==> src/rtl/fetch_sequencer_if.sv <==
// Fetch sequencer bus: control inputs, BROM port and decode handshake.
// The master side drives control, BROM data and decode ready.
// The slave side is the sequencer itself.
interface fetch_sequencer_if #(
    parameter int unsigned PC_WIDTH   = 32,
    parameter int unsigned ADDR_WIDTH = 12
);
    logic                  start;
    logic                  redirect_valid;
    logic [PC_WIDTH-1:0]   redirect_pc;
    logic [ADDR_WIDTH-1:0] mem_addr;
    logic [31:0]           mem_rdata;
    logic                  instr_valid;
    logic [31:0]           instr;
    logic [PC_WIDTH-1:0]   instr_pc;
    logic                  instr_ready;
    logic                  halted;
    logic                  busy;

    modport master (
        output start, redirect_valid, redirect_pc, mem_rdata, instr_ready,
        input  mem_addr, instr_valid, instr, instr_pc, halted, busy
    );

    modport slave (
        input  start, redirect_valid, redirect_pc, mem_rdata, instr_ready,
        output mem_addr, instr_valid, instr, instr_pc, halted, busy
    );
endinterface

==> src/rtl/fetch_sequencer.sv <==
// Fetch sequencer: owns the PC, issues one BROM word address per cycle,
// buffers returned words in a 2-entry queue for decode, squashes wrong-path
// fetches on redirect, and stops fetching when the halt word is read.
module fetch_sequencer #(
    parameter int unsigned         PC_WIDTH   = 32,
    parameter int unsigned         ADDR_WIDTH = 12,
    parameter logic [PC_WIDTH-1:0] RESET_PC   = '0,
    parameter logic [31:0]         HALT_WORD  = 32'hFFFF_FFFF
) (
    input logic               clk,
    input logic               rst_n,
    fetch_sequencer_if.slave  bus
);

    localparam logic [1:0] S_IDLE  = 2'd0;
    localparam logic [1:0] S_FETCH = 2'd1;
    localparam logic [1:0] S_HALT  = 2'd2;

    logic [1:0]          state_q, state_d;
    logic [PC_WIDTH-1:0] pc_q, pc_d;
    logic                inflight_q, inflight_d;
    logic [PC_WIDTH-1:0] inflight_pc_q, inflight_pc_d;
    logic [31:0]         q_instr_q [2];
    logic [31:0]         q_instr_d [2];
    logic [PC_WIDTH-1:0] q_pc_q [2];
    logic [PC_WIDTH-1:0] q_pc_d [2];
    logic [1:0]          count_q, count_d;

    logic       headValid;
    logic       pop;
    logic       redirect;
    logic       ret;
    logic       haltRet;
    logic       push;
    logic [2:0] occ;
    logic       issue;
    logic       wIdx;

    // Handshake, squash and issue decisions for the current cycle.
    // A returning halt word also blocks issue so the PC freezes on the
    // first address that was never fetched.
    always_comb begin
        headValid = (count_q != 2'd0);
        pop       = headValid & bus.instr_ready;
        redirect  = bus.redirect_valid & (state_q != S_HALT);
        ret       = inflight_q & ~redirect;
        haltRet   = ret & (bus.mem_rdata == HALT_WORD);
        push      = ret & ~haltRet;
        occ       = {1'b0, count_q} + {2'b00, inflight_q} - {2'b00, pop};
        issue     = (state_q == S_FETCH) & ~redirect & ~haltRet & (occ < 3'd2);
        wIdx      = count_q[1] | (count_q[0] & ~pop);
    end

    // Next-state for FSM, PC and the single outstanding BROM read.
    // The BROM always answers one cycle later, so inflight simply records issue.
    always_comb begin
        state_d       = state_q;
        pc_d          = pc_q;
        inflight_d    = issue;
        inflight_pc_d = inflight_pc_q;
        case (state_q)
            S_IDLE:  if (bus.start) state_d = S_FETCH;
            S_FETCH: if (haltRet)   state_d = S_HALT;
            S_HALT:  state_d = S_HALT;
            default: state_d = S_IDLE;
        endcase
        if (redirect) begin
            pc_d = bus.redirect_pc;
        end else if (issue) begin
            pc_d          = pc_q + 1'b1;
            inflight_pc_d = pc_q;
        end
    end

    // Queue update: redirect flushes; otherwise shift on pop and write the
    // tail slot that is free after the pop.
    always_comb begin
        q_instr_d = q_instr_q;
        q_pc_d    = q_pc_q;
        count_d   = count_q;
        if (redirect) begin
            count_d = 2'd0;
        end else begin
            if (pop) begin
                q_instr_d[0] = q_instr_q[1];
                q_pc_d[0]    = q_pc_q[1];
            end
            if (push) begin
                q_instr_d[wIdx] = bus.mem_rdata;
                q_pc_d[wIdx]    = inflight_pc_q;
            end
            count_d = count_q + {1'b0, push} - {1'b0, pop};
        end
    end

    // State registers with asynchronous active-low clear.
    always_ff @(posedge clk or negedge rst_n) begin
        if (!rst_n) begin
            state_q       <= S_IDLE;
            pc_q          <= RESET_PC;
            inflight_q    <= 1'b0;
            inflight_pc_q <= '0;
            q_instr_q[0]  <= '0;
            q_instr_q[1]  <= '0;
            q_pc_q[0]     <= '0;
            q_pc_q[1]     <= '0;
            count_q       <= 2'd0;
        end else begin
            state_q       <= state_d;
            pc_q          <= pc_d;
            inflight_q    <= inflight_d;
            inflight_pc_q <= inflight_pc_d;
            q_instr_q     <= q_instr_d;
            q_pc_q        <= q_pc_d;
            count_q       <= count_d;
        end
    end

    assign bus.mem_addr    = pc_q[ADDR_WIDTH-1:0];
    assign bus.instr_valid = headValid;
    assign bus.instr       = q_instr_q[0];
    assign bus.instr_pc    = q_pc_q[0];
    assign bus.halted      = (state_q == S_HALT);
    assign bus.busy        = (state_q == S_FETCH) | headValid;

endmodule

==> src/flat_wrapper.sv <==
// flat-port wrapper written by rule: the top's interface ports become plain ports
module fetch_sequencer_flat 
#(
    parameter int unsigned         PC_WIDTH   = 32,
    parameter int unsigned         ADDR_WIDTH = 12,
    parameter logic [PC_WIDTH-1:0] RESET_PC   = '0,
    parameter logic [31:0]         HALT_WORD  = 32'hFFFF_FFFF
)
  (clk, rst_n, bus_start, bus_redirect_valid, bus_redirect_pc, bus_mem_rdata, bus_instr_ready, bus_mem_addr, bus_instr_valid, bus_instr, bus_instr_pc, bus_halted, bus_busy);
  fetch_sequencer_if #(.PC_WIDTH(PC_WIDTH), .ADDR_WIDTH(ADDR_WIDTH)) bus_i ();
  input logic clk;
  input logic rst_n;
  input wire logic [$bits(bus_i.start)-1:0] bus_start;
  input wire logic [$bits(bus_i.redirect_valid)-1:0] bus_redirect_valid;
  input wire logic [$bits(bus_i.redirect_pc)-1:0] bus_redirect_pc;
  input wire logic [$bits(bus_i.mem_rdata)-1:0] bus_mem_rdata;
  input wire logic [$bits(bus_i.instr_ready)-1:0] bus_instr_ready;
  output wire logic [$bits(bus_i.mem_addr)-1:0] bus_mem_addr;
  output wire logic [$bits(bus_i.instr_valid)-1:0] bus_instr_valid;
  output wire logic [$bits(bus_i.instr)-1:0] bus_instr;
  output wire logic [$bits(bus_i.instr_pc)-1:0] bus_instr_pc;
  output wire logic [$bits(bus_i.halted)-1:0] bus_halted;
  output wire logic [$bits(bus_i.busy)-1:0] bus_busy;
  assign bus_i.start = bus_start;
  assign bus_i.redirect_valid = bus_redirect_valid;
  assign bus_i.redirect_pc = bus_redirect_pc;
  assign bus_i.mem_rdata = bus_mem_rdata;
  assign bus_i.instr_ready = bus_instr_ready;
  assign bus_mem_addr = bus_i.mem_addr;
  assign bus_instr_valid = bus_i.instr_valid;
  assign bus_instr = bus_i.instr;
  assign bus_instr_pc = bus_i.instr_pc;
  assign bus_halted = bus_i.halted;
  assign bus_busy = bus_i.busy;
  fetch_sequencer #(.PC_WIDTH(PC_WIDTH), .ADDR_WIDTH(ADDR_WIDTH), .RESET_PC(RESET_PC), .HALT_WORD(HALT_WORD)) u_core (.clk(clk), .rst_n(rst_n), .bus(bus_i));
endmodule
==> config.mk <==
export PLATFORM = sky130hd
export DESIGN_NAME = fetch_sequencer_flat
export DESIGN_NICKNAME = d
export VERILOG_FILES = /design/src/rtl/fetch_sequencer_if.sv /design/src/rtl/fetch_sequencer.sv /design/src/flat_wrapper.sv
export SDC_FILE = /design/constraint.sdc
export NUM_CORES = 1
export LEC_CHECK = 0
export ABC_AREA = 1
export CORE_MARGIN = 10
export CORE_UTILIZATION = 50
export DETAILED_ROUTE_END_ITERATION = 10
export GPL_ROUTABILITY_DRIVEN = 0
export GPL_TIMING_DRIVEN = 0
export PLACE_DENSITY = 0.83
export REMOVE_ABC_BUFFERS = 1
export SETUP_SLACK_MARGIN = 0.15
export SKIP_LAST_GASP = 1
export SYNTH_ARGS = -nofsm -noshare
export SYNTH_HDL_FRONTEND = slang
export SYNTH_SLANG_ARGS = --single-unit
==> constraint.sdc <==
create_clock -name clk -period 6.9 [get_ports clk]
set_clock_uncertainty 0.05 [all_clocks]
set_input_delay 1.38 -clock clk [delete_from_list [all_inputs] [get_ports clk]]
set_output_delay 1.38 -clock clk [all_outputs]
set_load 0.005 [all_outputs]
# Word-level counts from Yosys, hierarchy flattened
# Cells that the tools add are included.
# classes
reduce_logical	7
bitwise	15
eq_ne	6
add_sub_neg	5
muxes	16
order_cmp	3
# ops
op	count
$mux 32	7
$bwmux 64	2
$mux 64	2
$add 32x1->32 const B	1
$demux 32 s1	1
$eq 32x32->1 const B	1
$and 1x1->1	9
$mux 2	3
$pmux 2 s3	1
$reduce_and 2->1	3
$ne 2x2->1 const B	2
$reduce_bool 2->1	2
$add 2x1->3	1
$lt 3x2->1 const B	1
$not 1->1	3
$sub 3x1->3	1
$add 2x1->2	1
$eq 2x1->1 const B	1
$eq 2x2->1 const B	1
$ge 2x2->1 const B	1
$logic_not 2->1	1
$lt 2x1->1 const B	1
$ne 2x1->1 const B	1
$not 1->2	1
3 further kinds	4
# totals
regBits	197
word_cells	61
in_bits	69

# Longest topological paths before layout
# Gate-level depths: netlist (run 1).
# depth
word_depth	12
mapped_depth	14
mapped_depth_nobuf	12

# Least setup slack after synthesis (run 1)
# Ideal clock, no wire load.
# synth_timing
kind	input to register
from	in bus_instr_ready
to	reg u_core.inflight_pc_q[10]
path_buffers	4
slack_ps	3638
cell_stages	12
required_time_ps	6720
arrival_ps	3082
setup_ps	130
cell_sequence	buf_4 buf_2 a21oi_1 o21ai_0 fa_1 xor2_1 nor2_1 nand3_1 buf_4 buf_4 nand2_1 o21ai_0
# synth_via
elab_chain_cells	5
# synth_rtl
item	line	rtl
start, declared	flat_wrapper.sv:17	input wire logic [$bits(bus_i.instr_ready)-1:0] bus_instr_ready;
$and 1x1->1	fetch_sequencer.sv:44	pop = headValid & bus.instr_ready;
$sub 3x1->3	fetch_sequencer.sv:49	occ = {1'b0, count_q} + {2'b00, inflight_q} - {2'b00, pop};
$lt 3x2->1	fetch_sequencer.sv:50	issue = (state_q == S_FETCH) & ~redirect & ~haltRet & (occ < 3'd2);
$and 1x1->1	fetch_sequencer.sv:50	
$reduce_and 2->1 (no line)	n/a	
end signal, assigned	fetch_sequencer.sv:112	inflight_pc_q <= inflight_pc_d;
end, declared	fetch_sequencer.sv:22	logic [PC_WIDTH-1:0] inflight_pc_q, inflight_pc_d;
# Every way passes these cells.
# A chain may end at the register's enable or synchronous reset.

# Final worst setup path (run 1)
# layout_timing
from	in bus_instr_ready
to	reg u_core.pc_q[19]
# layout_via
elab_chain_cells	5
# layout_rtl
item	line	rtl
$and 1x1->1	fetch_sequencer.sv:44	
$sub 3x1->3	fetch_sequencer.sv:49	
$lt 3x2->1	fetch_sequencer.sv:50	
$and 1x1->1	fetch_sequencer.sv:50	
$reduce_bool 2->1 (no line)	n/a	
end signal, assigned	fetch_sequencer.sv:110	pc_q <= pc_d;
end, declared	fetch_sequencer.sv:20	logic [PC_WIDTH-1:0] pc_q, pc_d;
# Every way passes these cells.

==> results of run 1 <==
-- per-layer routing --
metal / wire length [um] / vias up / GRT usage, %
li1: - / 5405 / -
met1: 13500 / 5072 / 25.4
met2: 14400 / 347 / 33.4
met3: 1900 / 51 / 4.10
met4: 658 / 0 / 7.10
met5: 0 / - / 0
-- through the flow --
step	utilization [%]	setup TNS [ns]	setup WS [ns]	power, uW	instances
2_1_floorplan	-	-1.01	-0.0157	3430	1564
3_3_place_gp	53.9	-1747.33	-6.29	4270	2030
3_5_place_dp	55.2	0	0.836	4450	2041
4_1_cts	57.9	0	1.28	5510	2073
5_1_grt	57.9	0	0.852	5950	2073
6_report	57.9	0	1.29	5470	2073
-- area by class of cell --
| type | count | area share [%] |
|---|---|---|
| clock buffer | 17 | 3.11 |
| clock inverter | 15 | 1.52 |
| inverter | 113 | 3.12 |
| multi-input combinational | 1254 | 40.5 |
| sequential | 197 | 36.1 |
| tap | 319 | 2.92 |
| timing repair buffer | 158 | 12.8 |
-- power groups by stage --
stage | combinational [uW] | sequential, uW | clock [uW]
final | 2390 | 2030 | 1050
after global routing | 2740 | 2100 | 1110
after CTS | 2420 | 2020 | 1070
after detailed placement | 2400 | 2040 | 0
after global placement | 2260 | 2020 | 0
after floorplan | 1460 | 1970 | 0
-- how the worst max path moves through the flow --
stage,end,startpoint,cells past startpoint
after detailed placement,u_core.pc_q[19],bus_instr_ready,12
after floorplan,flop,bus_instr_ready,7
after CTS,u_core.pc_q[19],bus_instr_ready,12
after global routing,u_core.pc_q[3],bus_instr_ready,12
after global placement,u_core.pc_q[1],bus_instr_ready,11
final,u_core.pc_q[19],bus_instr_ready,12
-- cells in the final DEF, fill, tap and decap left out, types with 2 or more instances in the layout --
cell	count
sky130_fd_sc_hd__xor2_1	2
sky130_fd_sc_hd__nand3b_1	2
sky130_fd_sc_hd__inv_1	111
sky130_fd_sc_hd__nor2_1	120
sky130_fd_sc_hd__nor2_4	5
sky130_fd_sc_hd__clkinv_4	2
sky130_fd_sc_hd__o21ai_0	48
sky130_fd_sc_hd__clkinv_8	6
sky130_fd_sc_hd__o21a_1	64
sky130_fd_sc_hd__nor2_2	3
sky130_fd_sc_hd__inv_6	4
sky130_fd_sc_hd__clkdlybuf4s50_1	145
sky130_fd_sc_hd__buf_16	7
sky130_fd_sc_hd__buf_12	4
sky130_fd_sc_hd__nand2_1	724
sky130_fd_sc_hd__clkbuf_16	17
sky130_fd_sc_hd__dfrtp_1	197
sky130_fd_sc_hd__nand3_1	135
sky130_fd_sc_hd__ha_1	6
sky130_fd_sc_hd__o31ai_1	2
sky130_fd_sc_hd__o21ai_1	59
sky130_fd_sc_hd__a21oi_1	73
sky130_fd_sc_hd__nand2_2	2
sky130_fd_sc_hd__nand2_4	3
-- critical path, cell delays in order --
cell and delay, ns:
sky130_fd_sc_hd__buf_4 0.68, sky130_fd_sc_hd__nand2_4 0.68, sky130_fd_sc_hd__nor2_1 0.39, sky130_fd_sc_hd__o21ai_0 0.16
sky130_fd_sc_hd__fa_1 0.40, sky130_fd_sc_hd__xor2_1 0.17, sky130_fd_sc_hd__nor2_1 0.19, sky130_fd_sc_hd__nand3_4 0.33
sky130_fd_sc_hd__buf_16 0.33, sky130_fd_sc_hd__nand2_1 0.90, sky130_fd_sc_hd__nand2_1 0.13, sky130_fd_sc_hd__nand2_1 0.10
-- cell families after synthesis --
family,Yosys count,synth area share [%]
simple gates,997,32.9
flops,197,40.8
buf+inv,289,13.6
fa+ha+maj,7,0.788
compound gates,247,11.6
xor+xnor,3,0.218
==> flow_summary.html, run 1 <==
<table>
<tr><th>Metric</th><th>Value</th></tr>
<tr><th colspan="2">Outcome</th></tr>
<tr><td>Status</td><td>completed</td></tr>
<tr><th colspan="2">Logic synthesis</th></tr>
<tr><td>Synthesized instance count</td><td>1,740</td></tr>
<tr><td>Ranking of synthesized cells by area</td><td>sky130_fd_sc_hd__dfrtp_1 (41%), sky130_fd_sc_hd__nand2_1 (23%), sky130_fd_sc_hd__buf_4 (5.9%), sky130_fd_sc_hd__nand3_1 (5.6%), sky130_fd_sc_hd__o21a_1 (4.0%)</td></tr>
<tr><td>Cell variety after synth</td><td>26</td></tr>
<tr><td>Fraction of registers with async set/reset</td><td>100%</td></tr>
<tr><td>Commonest register cell after synthesis</td><td>sky130_fd_sc_hd__dfrtp_1</td></tr>
<tr><td>Number of warnings printed during yosys synthesis</td><td>0</td></tr>
<tr><td>Share of the synthesized area in the top cell type</td><td>40.8%</td></tr>
<tr><td>Cell area after synthesis</td><td>12,100 um^2</td></tr>
<tr><td>Register area share after synthesis</td><td>40.8%</td></tr>
<tr><td>Commonest cells post-synth</td><td>sky130_fd_sc_hd__nand2_1 (725), sky130_fd_sc_hd__dfrtp_1 (197), sky130_fd_sc_hd__nand3_1 (136)</td></tr>
<tr><td>Average cell area after synthesis</td><td>6.94 um^2</td></tr>
<tr><td>Synthesis-stage register bit count</td><td>197</td></tr>
<tr><td>Dominant cell by count in the synthesized netlist</td><td>sky130_fd_sc_hd__nand2_1</td></tr>
<tr><td>Number of enable flip-flop cells after synthesis</td><td>0</td></tr>
<tr><td>Cell type contributing the most total cell area after synthesis</td><td>sky130_fd_sc_hd__dfrtp_1</td></tr>
<tr><th colspan="2">Power and ir drop</th></tr>
<tr><td>Worst VDD drop</td><td>0.167 mV</td></tr>
<tr><td>P_leak</td><td>0.00661 uW</td></tr>
<tr><td>Power per Cell Area</td><td>400 nW/um^2</td></tr>
<tr><td>Clock network fraction of total power</td><td>19.1%</td></tr>
<tr><td>Combinational Power Share</td><td>43.7%</td></tr>
<tr><td>Switching power share of the total</td><td>41.2%</td></tr>
<tr><td>Total net switching power</td><td>2250 uW</td></tr>
<tr><td>Internal power consumption</td><td>3220 uW</td></tr>
<tr><td>Sequential share of power</td><td>37.1%</td></tr>
<tr><th colspan="2">Critical path</th></tr>
<tr><td>Startpoint type of the worst setup path</td><td>primary input</td></tr>
<tr><td>Worst Path Max Fanout</td><td>67</td></tr>
<tr><td>CP Capture Type</td><td>flop</td></tr>
<tr><td>R2r endpoint</td><td>u_core.pc_q[19]</td></tr>
<tr><td>Worst Reg-to-Reg Cells</td><td>13</td></tr>
<tr><td>Data required time at the worst endpoint</td><td>7.23 ns</td></tr>
<tr><td>Startpoint-to-endpoint class of the critical path</td><td>in -&gt; reg</td></tr>
<tr><td>FF-to-FF Start</td><td>u_core.count_q[1]</td></tr>
<tr><td>Worst EP arrival</td><td>5.94 ns</td></tr>
<tr><td>Worst reg2reg setup slack</td><td>1.71 ns</td></tr>
<tr><th colspan="2">Global routing</th></tr>
<tr><td>First-pass GRT wire length</td><td>52.0 mm</td></tr>
<tr><td>Pin count of the biggest net entering global routing</td><td>106</td></tr>
<tr><td>Total grt overflow</td><td>0</td></tr>
<tr><td>Overall routing resource usage</td><td>20.1%</td></tr>
<tr><td>Antenna violations before repair</td><td>0</td></tr>
<tr><td>Via count of the first global-routing pass</td><td>10,800</td></tr>
<tr><th colspan="2">Drt</th></tr>
<tr><td>Detailed Routing Iterations Pass 1</td><td>6</td></tr>
<tr><td>Final wirelength</td><td>30.5 mm</td></tr>
<tr><td>Via-per-instance ratio</td><td>5.25</td></tr>
<tr><td>Iteration-0 DRC Markers</td><td>1,091</td></tr>
<tr><td>Antenna-violating nets left</td><td>0</td></tr>
<tr><td># DRC</td><td>0</td></tr>
<tr><td>Average detailed-routed wire length per instance</td><td>14.7 um</td></tr>
<tr><td>Via Count</td><td>10,900</td></tr>
<tr><th colspan="2">Finish</th></tr>
<tr><td>Filler cell count</td><td>2,198</td></tr>
<tr><td>Ant. Diodes</td><td>0</td></tr>
<tr><td>Area of the multi-input gates</td><td>5540 um^2</td></tr>
<tr><td>Area growth, synth to finish</td><td>13.3%</td></tr>
<tr><td>Final net count</td><td>1,817</td></tr>
<tr><td>Fraction of layout instances using a drive strength above 1</td><td>3.59%</td></tr>
<tr><td>Post-Layout Inst Area</td><td>13,700 um^2</td></tr>
<tr><td>Storage cell area</td><td>4930 um^2</td></tr>
<tr><th colspan="2">Clock network</th></tr>
<tr><td>Clk buf depth</td><td>2</td></tr>
<tr><td>TritonCTS clock tree</td><td>built</td></tr>
<tr><td>Clock Pin Slew Worst Setup and Hold Paths</td><td>0.09 ns</td></tr>
<tr><td>CTS hold repair buffers</td><td>0</td></tr>
<tr><td>Number of buffers created by CTS</td><td>17</td></tr>
<tr><td>Root Driver</td><td>sky130_fd_sc_hd__clkbuf_16</td></tr>
<tr><td>Clock latency of the later-clocked register in the worst-skew pair</td><td>0.44 ns</td></tr>
<tr><td>Number of levels the H-tree was split into</td><td>4</td></tr>
<tr><td>Number of buffers inserted by post-CTS setup repair</td><td>0</td></tr>
<tr><td>CTS resizes</td><td>0</td></tr>
<tr><td>Number of clock sinks</td><td>197</td></tr>
<tr><th colspan="2">Place</th></tr>
<tr><td>Cell area after placement</td><td>13,000 um^2</td></tr>
<tr><td>PortBufs</td><td>147</td></tr>
<tr><td>Estimated wirelength of the detail-placed design</td><td>20.0 mm</td></tr>
<tr><th colspan="2">Hold path</th></tr>
<tr><td>Worst hold start</td><td>u_core.inflight_pc_q[29]</td></tr>
<tr><td>Worst min path class</td><td>reg -&gt; reg</td></tr>
<tr><td>Sink of the worst hold path</td><td>u_core.inflight_pc_q[29]</td></tr>
<tr><td>Worst hold stages</td><td>2</td></tr>
<tr><th colspan="2">Die</th></tr>
<tr><td>I/O pin count</td><td>148</td></tr>
<tr><td>Die outline area</td><td>30,800 um^2</td></tr>
<tr><td>Standard cell core area</td><td>23,600 um^2</td></tr>
<tr><td>Die W</td><td>175 um</td></tr>
<tr><td>Die span in y</td><td>175 um</td></tr>
<tr><td>FP Rows</td><td>56</td></tr>
<tr><td>Starting utilization of the core area</td><td>51.1%</td></tr>
<tr><th colspan="2">STA</th></tr>
<tr><td>Endpoints failing hold</td><td>0</td></tr>
<tr><td>RSZ-0062 raised after global routing</td><td>no</td></tr>
<tr><td>Slew @ Worst Pin</td><td>1.19 ns</td></tr>
<tr><td>Post-Route Hold Slack</td><td>0.439 ns</td></tr>
<tr><td>Period utilization</td><td>81.3%</td></tr>
<tr><td>Tmin final</td><td>5.61 ns</td></tr>
<tr><td>Final setup violation count</td><td>0</td></tr>
<tr><td>Slew Limit Fails</td><td>0</td></tr>
<tr><td>Worst max-slew margin expressed relative to the limit</td><td>20.2%</td></tr>
<tr><td>Max Clock Freq</td><td>178 MHz</td></tr>
<tr><th colspan="2">Job</th></tr>
<tr><td>Maxcap violations</td><td>0</td></tr>
</table>
Note: power is estimated with default switching activity, not from simulation.
==> run 2, diff against run 1 <==
PLACE_DENSITY = 0.86   (was 0.83)
clock period = 4.6 ns   (was 6.9 ns; I/O delays follow)
==> flow_summary.html, run 2 (synthesis results as in run 1) <==
<table>
<tr><th>Metric</th><th>Value</th></tr>
<tr><th colspan="2">Die</th></tr>
<tr><td>Die outline area</td><td>30,800 um^2 (unchanged)</td></tr>
<tr><td>Starting utilization of the core area</td><td>51.1% (unchanged)</td></tr>
<tr><td>Die span in y</td><td>175 um (unchanged)</td></tr>
<tr><td>Standard cell core area</td><td>23,600 um^2 (unchanged)</td></tr>
<tr><td>I/O pin count</td><td>148 (unchanged)</td></tr>
<tr><td>Die W</td><td>175 um (unchanged)</td></tr>
<tr><td>FP Rows</td><td>56 (unchanged)</td></tr>
<tr><th colspan="2">Clock network</th></tr>
<tr><td>Number of buffers created by CTS</td><td>17 (unchanged)</td></tr>
<tr><td>Root Driver</td><td>sky130_fd_sc_hd__clkbuf_16 (unchanged)</td></tr>
<tr><td>Clock Pin Slew Worst Setup and Hold Paths</td><td>0.08 ns (was 0.09 ns)</td></tr>
<tr><td>Clock latency of the later-clocked register in the worst-skew pair</td><td>0.44 ns (about the same)</td></tr>
<tr><td>Number of buffers inserted by post-CTS setup repair</td><td>0 (unchanged)</td></tr>
<tr><td>Number of clock sinks</td><td>197 (unchanged)</td></tr>
<tr><td>Number of levels the H-tree was split into</td><td>4 (unchanged)</td></tr>
<tr><td>Clk buf depth</td><td>2 (unchanged)</td></tr>
<tr><td>TritonCTS clock tree</td><td>built (unchanged)</td></tr>
<tr><th colspan="2">Power and ir drop</th></tr>
<tr><td>Total Power Consumption</td><td>8150 uW (was 5470 uW)</td></tr>
<tr><td>Power per Cell Area</td><td>597 nW/um^2 (was 400 nW/um^2)</td></tr>
<tr><td>P_leak</td><td>0.00659 uW (was 0.00661 uW)</td></tr>
<tr><td>Worst VDD drop</td><td>0.264 mV (was 0.167 mV)</td></tr>
<tr><th colspan="2">Drt</th></tr>
<tr><td>Antenna-violating nets left</td><td>0 (unchanged)</td></tr>
<tr><td># DRC</td><td>0 (unchanged)</td></tr>
<tr><td>Iteration-0 DRC Markers</td><td>1,068 (was 1,091)</td></tr>
<tr><td>Final wirelength</td><td>30.8 mm (was 30.5 mm)</td></tr>
<tr><td>Average detailed-routed wire length per instance</td><td>14.8 um (was 14.7 um)</td></tr>
<tr><td>Via Count</td><td>10,900 (about the same)</td></tr>
<tr><td>Via-per-instance ratio</td><td>5.27 (was 5.25)</td></tr>
<tr><td>Detailed Routing Iterations Pass 1</td><td>6 (unchanged)</td></tr>
<tr><th colspan="2">Finish</th></tr>
<tr><td>Filler cell count</td><td>2,141 (was 2,198)</td></tr>
<tr><td>Final net count</td><td>1,817 (unchanged)</td></tr>
<tr><td>Commonest non-fill, non-tap cell in the layout</td><td>sky130_fd_sc_hd__nand2_1 (unchanged)</td></tr>
<tr><td>Filler-free cell count of the finished design</td><td>2,073 (unchanged)</td></tr>
<tr><td>Fraction of layout instances using a drive strength above 1</td><td>3.65% (was 3.59%)</td></tr>
<tr><td>Final core area utilization</td><td>57.8% (was 57.9%)</td></tr>
<tr><td>Ant. Diodes</td><td>0 (unchanged)</td></tr>
<tr><td>Most frequent cells in the layout</td><td>sky130_fd_sc_hd__nand2_1 (723), sky130_fd_sc_hd__dfrtp_1 (197), sky130_fd_sc_hd__clkdlybuf4s50_1 (145) (was sky130_fd_sc_hd__nand2_1 (724), sky130_fd_sc_hd__dfrtp_1 (197), sky130_fd_sc_hd__clkdlybuf4s50_1 (145))</td></tr>
<tr><td>Area growth, synth to finish</td><td>13.1% (was 13.3%)</td></tr>
<tr><th colspan="2">Place</th></tr>
<tr><td>Estimated wirelength of the detail-placed design</td><td>20.0 mm (about the same)</td></tr>
<tr><td>Inst Count DP</td><td>2,041 (unchanged)</td></tr>
<tr><td>PortBufs</td><td>147 (unchanged)</td></tr>
<tr><th colspan="2">Global routing</th></tr>
<tr><td>Pin count of the biggest net entering global routing</td><td>117 (was 106)</td></tr>
<tr><td>Via count of the first global-routing pass</td><td>10,300 (was 10,800)</td></tr>
<tr><td>Antenna violations before repair</td><td>0 (unchanged)</td></tr>
<tr><td>Total grt overflow</td><td>0 (unchanged)</td></tr>
<tr><td>First-pass GRT wire length</td><td>51.2 mm (was 52.0 mm)</td></tr>
<tr><td>Overall routing resource usage</td><td>19.9% (was 20.1%)</td></tr>
<tr><th colspan="2">Outcome</th></tr>
<tr><td>Status</td><td>completed (unchanged)</td></tr>
<tr><th colspan="2">Critical path</th></tr>
<tr><td>CP Capture Type</td><td>flop (unchanged)</td></tr>
<tr><td>Startpoint type of the worst setup path</td><td>flop (was primary input)</td></tr>
<tr><td>FF-to-FF Start</td><td>u_core.count_q[1] (unchanged)</td></tr>
<tr><td>Worst reg2reg setup slack</td><td>0.57 ns (was 1.71 ns)</td></tr>
<tr><td>Worst Reg-to-Reg Cells</td><td>13 (unchanged)</td></tr>
<tr><td>Worst EP arrival</td><td>4.36 ns (was 5.94 ns)</td></tr>
<tr><td>Worst Path Max Fanout</td><td>86 (was 67)</td></tr>
<tr><td>Data required time at the worst endpoint</td><td>4.92 ns (was 7.23 ns)</td></tr>
<tr><td>Startpoint-to-endpoint class of the critical path</td><td>reg -&gt; reg (was in -&gt; reg)</td></tr>
<tr><td>R2r endpoint</td><td>u_core.pc_q[28] (was u_core.pc_q[19])</td></tr>
<tr><th colspan="2">Job</th></tr>
<tr><td>Maxcap violations</td><td>0 (unchanged)</td></tr>
<tr><th colspan="2">STA</th></tr>
<tr><td>Endpoints failing hold</td><td>0 (unchanged)</td></tr>
<tr><td>Max Clock Freq</td><td>248 MHz</td></tr>
<tr><td>Slew @ Worst Pin</td><td>0.735 ns (was 1.19 ns)</td></tr>
<tr><td>Slew Limit Fails</td><td>0 (unchanged)</td></tr>
<tr><td>Final setup violation count</td><td>0 (unchanged)</td></tr>
<tr><td>RSZ-0062 raised after global routing</td><td>no (unchanged)</td></tr>
<tr><td>Period utilization</td><td>87.7%</td></tr>
<tr><td>Worst max-slew margin expressed relative to the limit</td><td>51.0% (was 20.2%)</td></tr>
<tr><td>Tmin final</td><td>4.03 ns</td></tr>
<tr><th colspan="2">Hold path</th></tr>
<tr><td>Worst min path class</td><td>in -&gt; async (was reg -&gt; reg)</td></tr>
</table>
[run 2: cell types whose count changed in the layout (fill, tap and decap cells not counted), moves of 2 or more]
cell,delta
sky130_fd_sc_hd__clkinv_8,-4
sky130_fd_sc_hd__inv_8,+5
sky130_fd_sc_hd__nand2_4,-2
sky130_fd_sc_hd__nand2_8,+2
[run 2: critical path: stages, from the launching register on]
cell                      delay [ns]
sky130_fd_sc_hd__dfrtp_1        0.45
sky130_fd_sc_hd__inv_2          0.10
sky130_fd_sc_hd__nand2_8        0.42
sky130_fd_sc_hd__nand2_8        0.45
sky130_fd_sc_hd__nor2_1         0.30
sky130_fd_sc_hd__o21ai_0        0.15
sky130_fd_sc_hd__fa_1           0.39
sky130_fd_sc_hd__xor2_1         0.17
sky130_fd_sc_hd__nor2_1         0.19
sky130_fd_sc_hd__nand3_4        0.18
sky130_fd_sc_hd__buf_16         0.26
sky130_fd_sc_hd__nand2_2        0.56
sky130_fd_sc_hd__nand2_1        0.13
sky130_fd_sc_hd__nand2_1        0.10
[run 2: cell type report]
type                            count  area, um^2  area share (%)
Timing Repair Buffer              158        1740            12.8
Inverter                          113         427            3.13
Sequential cell                   197        4930            36.1
Clock buffer                       18         439            3.22
Multi-Input combinational cell   1254        5560            40.7
Tap cell                          319         399            2.92
Clock inverter                     14         153            1.12
[run 2: what timing repair did]
action                                 4_1_cts  5_1_grt
setup endpoints to repair                   32       32
pin swaps                                    0        0
endpoints found under the hold margin        0        0
hold buffers                                 0        0
gates cloned                                 0        0
resized for setup                            2        2
[run 2: per-layer routing]
| metal | GRT usage (%) | share of wire [%] | vias to the layer above |
|---|---|---|---|
| met2 | 32.8 | 48 | 349 |
| met4 | 5.12 | 1.1 | 0 |
| met1 | 26.0 | 44 | 5151 |
| met5 | 0 | 0 | - |
| met3 | 4.55 | 6.9 | 25 |
| li1 | - | - | 5392 |
[run 2: worst max path at each step]
stage	from	endpoint	slack (ns)
5_1_grt	u_core.count_q[1]	u_core.pc_q[28]	0.21
6_report	u_core.count_q[1]	u_core.pc_q[28]	0.57
3_5_place_dp	bus_instr_ready	u_core.pc_q[28]	-0.78
2_1_floorplan	u_core.count_q[1]	flop	-2.13
4_1_cts	u_core.count_q[1]	u_core.pc_q[28]	0.19
3_3_place_gp	bus_instr_ready	u_core.pc_q[30]	-8.06
[run 2: power breakdown]
group | switching, uW | internal (uW) | leakage, uW
sequential | 560 | 2470 | 0.00255
combinational | 2050 | 1550 | 0.00375
clock | 767 | 748 | 0.000293
[run 2: stage by stage]
step	cell area, um^2	TNS [ns]	hold slack [ns]	setup WS, ns
after floorplan	10900	-227.52	0.399	-2.13
after global placement	12700	-2459.67	0.415	-8.06
after detailed placement	13000	-23.26	0.417	-0.778
after CTS	13600	0	0.429	0.185
after global routing	13600	0	0.443	0.212
final	13600	0	0.395	0.566
